### src/rtl/fft_pkg.sv
// -----------------------------------------------------------------------------
// fft_pkg
// Shared definitions for the FFT output reorder buffer.
//   FFT_WIDTH  : default width of one real/imag component
//   FFT_LOG_N  : default log2 of the frame length
//   ST_IDLE/ST_READ : read-side FSM encodings
//   bitrev()   : reverses the low 'bits' bits of k (bits <= 16)
// -----------------------------------------------------------------------------
package fft_pkg;

  localparam int FFT_WIDTH = 16;
  localparam int FFT_LOG_N = 6;

  localparam logic [0:0] ST_IDLE = 1'b0;
  localparam logic [0:0] ST_READ = 1'b1;

  // Bits at and above 'bits' come back as zero, so callers can truncate the
  // result to the frame address width with a size cast.
  function automatic logic [15:0] bitrev(input logic [15:0] k, input int bits);
    logic [15:0] r;
    r = '0;
    for (int i = 0; i < 16; i++) begin
      if (i < bits) r[i] = k[4'(bits - 1 - i)];
    end
    return r;
  endfunction

endpackage

### src/rtl/reorder_ram.sv
// -----------------------------------------------------------------------------
// reorder_ram
// Simple dual-port RAM: one write port, one read port, synchronous read with
// one cycle of latency. Contents are never cleared.
//   clock : write and read clock
//   we    : write enable
//   waddr : write address
//   wdata : write data
//   raddr : read address, sampled every cycle
//   rdata : registered read data for the address sampled on the previous edge
// -----------------------------------------------------------------------------
module reorder_ram #(
  parameter int DATA_W = 32,
  parameter int ADDR_W = 7
) (
  input  logic              clock,
  input  logic              we,
  input  logic [ADDR_W-1:0] waddr,
  input  logic [DATA_W-1:0] wdata,
  input  logic [ADDR_W-1:0] raddr,
  output logic [DATA_W-1:0] rdata
);

  logic [DATA_W-1:0] mem [0:(1 << ADDR_W) - 1];

  always_ff @(posedge clock) begin
    if (we) mem[waddr] <= wdata;
    rdata <= mem[raddr];
  end

endmodule

### src/rtl/fft_reorder_buffer.sv
// -----------------------------------------------------------------------------
// fft_reorder_buffer
// Converts frames of N = 2**LOG_N complex samples arriving in bit-reversed order
// into natural order using two RAM banks in ping-pong fashion.
//
// Ports:
//   clock         : sole clock, rising edge
//   reset         : synchronous, active-high
//   di_en         : input sample valid (no ready; a sample is taken every
//                   cycle di_en is high, di_re/di_im are ignored otherwise)
//   di_re, di_im  : input sample, bit-reversed frame order
//   do_en         : output sample valid, N consecutive cycles per frame
//   do_re, do_im  : output sample, natural order, zero while do_en is low
//   do_last       : only when FFT_REORDER_LAST_EN is defined; marks the N-th
//                   output sample of each frame
//
// Handshake: di_en/do_en are pure valid strobes with no backpressure. The first
// do_en of a frame appears two cycles after the cycle carrying its last di_en
// (one cycle of synchronous RAM read, one of output register).
//
// The read FSM is visible as the internal signal 'state' (ST_IDLE/ST_READ).
// -----------------------------------------------------------------------------
import fft_pkg::*;

module fft_reorder_buffer #(
  parameter int WIDTH = FFT_WIDTH,
  parameter int LOG_N = FFT_LOG_N
) (
  input  logic             clock,
  input  logic             reset,
  input  logic             di_en,
  input  logic [WIDTH-1:0] di_re,
  input  logic [WIDTH-1:0] di_im,
  output logic             do_en,
  output logic [WIDTH-1:0] do_re,
  output logic [WIDTH-1:0] do_im
`ifdef FFT_REORDER_LAST_EN
  ,
  output logic             do_last
`endif
);

  logic [LOG_N-1:0]   wr_k;
  logic [LOG_N-1:0]   rev_k;
  logic               wr_bank;
  logic [LOG_N-1:0]   rd_cnt;
  logic               rd_bank;
  logic [0:0]         state;
  logic               frame_done;
  logic [2*WIDTH-1:0] rd_data;

  // The sample completing a frame is being accepted this cycle.
  assign frame_done = di_en && (&wr_k);

  always_comb rev_k = LOG_N'(bitrev(16'(wr_k), LOG_N));

  reorder_ram #(
    .DATA_W (2 * WIDTH),
    .ADDR_W (LOG_N + 1)
  ) u_ram (
    .clock (clock),
    .we    (di_en && !reset),
    .waddr ({wr_bank, rev_k}),
    .wdata ({di_re, di_im}),
    .raddr ({rd_bank, rd_cnt}),
    .rdata (rd_data)
  );

  always_ff @(posedge clock) begin
    if (reset) begin
      wr_k    <= '0;
      wr_bank <= 1'b0;
      rd_cnt  <= '0;
      rd_bank <= 1'b0;
      state   <= ST_IDLE;
      do_en   <= 1'b0;
`ifdef FFT_REORDER_LAST_EN
      do_last <= 1'b0;
`endif
    end else begin
      // Write side: k only advances on accepted samples, so gaps just stall it.
      if (di_en) begin
        wr_k <= wr_k + LOG_N'(1);
        if (&wr_k) wr_bank <= ~wr_bank;
      end

      // Read side: the bank just completed is wr_bank before it toggles.
      case (state)
        ST_IDLE: begin
          if (frame_done) begin
            state   <= ST_READ;
            rd_bank <= wr_bank;
            rd_cnt  <= '0;
          end
        end
        ST_READ: begin
          rd_cnt <= rd_cnt + LOG_N'(1);
          if (&rd_cnt) begin
            // A frame finishing on the last read address chains straight on
            // into the other bank so back-to-back frames leave no gap.
            if (frame_done) rd_bank <= wr_bank;
            else            state   <= ST_IDLE;
          end
        end
        default: state <= ST_IDLE;
      endcase

      // Aligned with the RAM's one-cycle read latency.
      do_en <= (state == ST_READ);
`ifdef FFT_REORDER_LAST_EN
      do_last <= (state == ST_READ) && (&rd_cnt);
`endif
    end
  end

  assign do_re = do_en ? rd_data[2*WIDTH-1:WIDTH] : '0;
  assign do_im = do_en ? rd_data[WIDTH-1:0]       : '0;

endmodule

### config.mk
export PLATFORM = sky130hd
export DESIGN_NAME = fft_reorder_buffer
export DESIGN_NICKNAME = d
export VERILOG_FILES = /design/src/rtl/fft_pkg.sv /design/src/rtl/reorder_ram.sv /design/src/rtl/fft_reorder_buffer.sv
export SDC_FILE = /design/constraint.sdc
export NUM_CORES = 2
export LEC_CHECK = 0
export ABC_CLOCK_PERIOD_IN_PS = 3500
export BUFFER_PORTS_ARGS = -buffer_cell sky130_fd_sc_hd__buf_2
export CORE_MARGIN = 1.5
export CORE_UTILIZATION = 57
export DETAILED_ROUTE_END_ITERATION = 8
export GPL_ROUTABILITY_DRIVEN = 1
export PLACE_DENSITY_LB_ADDON = 0.3
export SYNTH_ARGS = -nofsm -noshare
export SYNTH_HDL_FRONTEND = slang
export SYNTH_HIERARCHICAL = 1
export SYNTH_SLANG_ARGS = --single-unit
### constraint.sdc
create_clock -name clock -period 3.5 [get_ports clock]
set_input_delay 0.175 -clock clock [delete_from_list [all_inputs] [get_ports clock]]
set_output_delay 0.175 -clock clock [all_outputs]
set_load 0.02 [all_outputs]
==> impl_metrics.toml <==
[worst_hold_path]
min_path_type = "in -> reg"
hold_path_depth = 1
hp-start = "di_re[15]"
min_to = "u_ram/mem[101][31]"

[worst_setup_path]
reg2reg_depth = 7
cp.required_ns = 4.28
start_kind = "flop"
r2r-start = "rd_cnt[0]"
r2r_slack_ns = 0.02
arrival_ns = 4.26
critical_path_class = "reg -> reg"
crit_path_max_fanout = 12
reg2reg_to = "u_ram/rdata[27]"
cp-end-kind = "flop"

[yosys]
syn_avg_cell_area_sq_um = 25.8
synthTopCellsByArea = "edfxtp_1 78%, mux4_2 19%, dfxtp_1 0.61%, clkbuf_1 0.45%, nor2_1 0.31%"
netlist_instances = 6100
synth_area_leader_cell = "edfxtp_1"
synth_warnings = 6
yosysSeqAreaShare = 0.789
yosysTopAreaCellShare = 0.782
synthDistinctLibCells = 33
netlist_area_sq_um = 157000
ys_seq_elements = 4144
syn-num-nets = 6137

[placement]
dp_cells = 9814
place_hpwl_mm = 216
gp_congestion = 0.858
port_buffers = 67

[timing]
finalCriticalPeriod_ns = 3.48
tightest_slew_ns = 1.28
rsz0062_at_grt = "no"
slew-limit-headroom = 0.149
min_period_over_period = 0.994
final_max_slew_viol_count = 0
max_freq_mhz = 288
hold_viol_final = 0
fin_setup_tns_ns = 0
setup_viol = 0
finClkSkew_ns = 0.0497

[routing]
via_per_inst = 6.91
dr_wl_met2_mm = 196
wl_per_cell_microns = 38.6
remaining_drc_errors = 0
dr_wl_met3_mm = 53.5
highest_layer = "met5"
wl_met1_mm = 146
drtIter0Drc = 11900
drt-total-wl_mm = 411
ant_nets = 0
via_count = 73500
first_pass_iters = 6

[grt]
grt_pass1_wl_mm = 567
grt-ovfl-total = 0
first_global_vias = 73400
antenna_found_initial = 45
grt_max_degree = 106
grt_usage = 0.295

[layout]
final_cell_mix = "4096 x edfxtp_1, 1344 x mux4_2, 405 x clkbuf_16"
syn_to_final_growth_pct = 14.5
layout-drive-gt1-share = 0.362
final_common_cell = "edfxtp_1"
fin_cells = 10600
fin_nets = 6694

[clock_tree]
cts_tree = "done"
clock-sinks = 4144
cts_buffer_depth = 4
htree_levels = 5
clock-root-buffer = "clkbuf_16"
numCtsBuffers = 399
clk_pin_slew_ns = 0.06
clock_latency_ns = 0.91

[die]
dieArea_sq_um = 279000
start_util = 0.574
io_pins = 68
die_x_microns = 528
core_area_sq_um = 274000
rows = 192
die_h_microns = 528

[pwr]
p_leak_nw = 53.5
peakVddDrop_mv = 0.445
p_sw_mw = 19.4
swShare = 0.198
combinationalPowerShare = 0.014
clock_power_share = 0.428
p_per_area_nw_per_um2 = 543
finalPower_mw = 97.8
p_int_mw = 78.4
share_seq_of_total_power = 0.559

[status]
status = "finished clean"

[job]
cap_viol_max_count = 0
-- routing by layer --
layer / up-vias / track usage
li1: 28000 / -
met1: 39500 / 0.415
met5: - / 0
met3: 688 / 0.0706
met4: 16 / 0.0998
met2: 5403 / 0.460
-- final cells by class --
| cell class | count | area (sq um) |
|---|---|---|
| Antenna cell | 61 | 153 |
| Clock buffer | 491 | 10500 |
| Clock inverter | 239 | 2110 |
| Fill cell | 16400 | 93800 |
| Multi-Input combinational cell | 1633 | 32900 |
| Sequential cell | 4144 | 124000 |
| Tap cell | 3589 | 4490 |
| Timing Repair Buffer | 479 | 5920 |
-- power groups by stage --
stage          Sequential [mW]  Combinational (mW)  Clock (mW)
3_3_place_gp              55.7                1.19           0
2_1_floorplan             55.6               0.153           0
5_1_grt                   54.6                1.38        44.0
4_1_cts                   54.6                1.30        42.2
6_report                  54.6                1.33        41.8
3_5_place_dp              55.7                1.27           0
-- state kept, by name, summed over array words and instances, names as in the netlist --
signal / count
wr_k: 6
wr_bank: 1
u_ram/rdata: 32
rd_cnt: 6
do_en: 1
rd_bank: 1
state: 1
u_ram/mem: 4096
-- synth_stat cells (all sizes together) --
cell type,number
a21oi,4
a311oi,3
a31oi,2
a41oi,1
and2,32
and3,1
and4,1
buf,135
clkbuf,188
dfxtp,48
edfxtp,4096
ha,2
mux2,32
mux2i,2
mux4,1344
nand2,19
nand2b,6
nand3,17
nand3b,1
nand4,6
nand4bb,1
nor2,130
nor2b,10
nor3,9
o21ai,2
or3,1
or3b,1
xnor2,1
xor2,5
-- stage by stage --
step | setup WS [ns] | hold WS, ns | utilization | cell area [sq um]
6_report | 0.0219 | 0.0405 | 0.657 | 180000
3_3_place_gp | 0.00443 | 0.527 | 0.609 | 167000
3_5_place_dp | -0.00781 | 0.551 | 0.609 | 167000
5_1_grt | 0.0100 | 0.0415 | 0.657 | 180000
4_1_cts | 0.0101 | 0.00133 | 0.657 | 180000
2_1_floorplan | -0.215 | 0.274 | - | 157000
-- logic make-up after synthesis --
group | synth area share
flip-flops | 0.789
multiplexers | 0.195
buffers and inverters | 0.00852
AND/OR/NAND/NOR | 0.00691
AO/OA/AOI/OAI | 0.000494
XOR/XNOR | 0.000334
adder cells (fa/ha/maj) | 0.000159
-- worst max-delay path: stages, from the launching register on --
cell	delay (ns)
dfxtp_4	0.48
buf_12	0.20
buf_12	0.19
buf_4	0.32
mux4_2	0.55
mux4_2	0.58
mux4_2	0.67
mux2_2	0.34
-- how the worst max path moves through the flow --
stage,startpoint,endpoint,slack [ns],depth (start not counted)
floorplan,wr_k[1],u_ram/mem[82][0],-0.22,3
global placement,rd_cnt[0],u_ram/rdata[14],0.004,7
detailed placement,rd_cnt[0],u_ram/rdata[14],-0.008,7
CTS,rd_cnt[0],u_ram/rdata[14],0.01,7
global route,rd_cnt[0],u_ram/rdata[9],0.01,7
finish,rd_cnt[0],u_ram/rdata[27],0.02,7
-- timing repair --
action                                  in CTS  in global routing
endpoints found under the setup margin       1                  4
hold buffers                                30                  0
buffers inserted                             0                  0
hold endpoints to repair                  1344                  0
resized for setup                            1                  5
cloned                                       0                  2
Note: power is estimated with default switching activity, not from simulation.
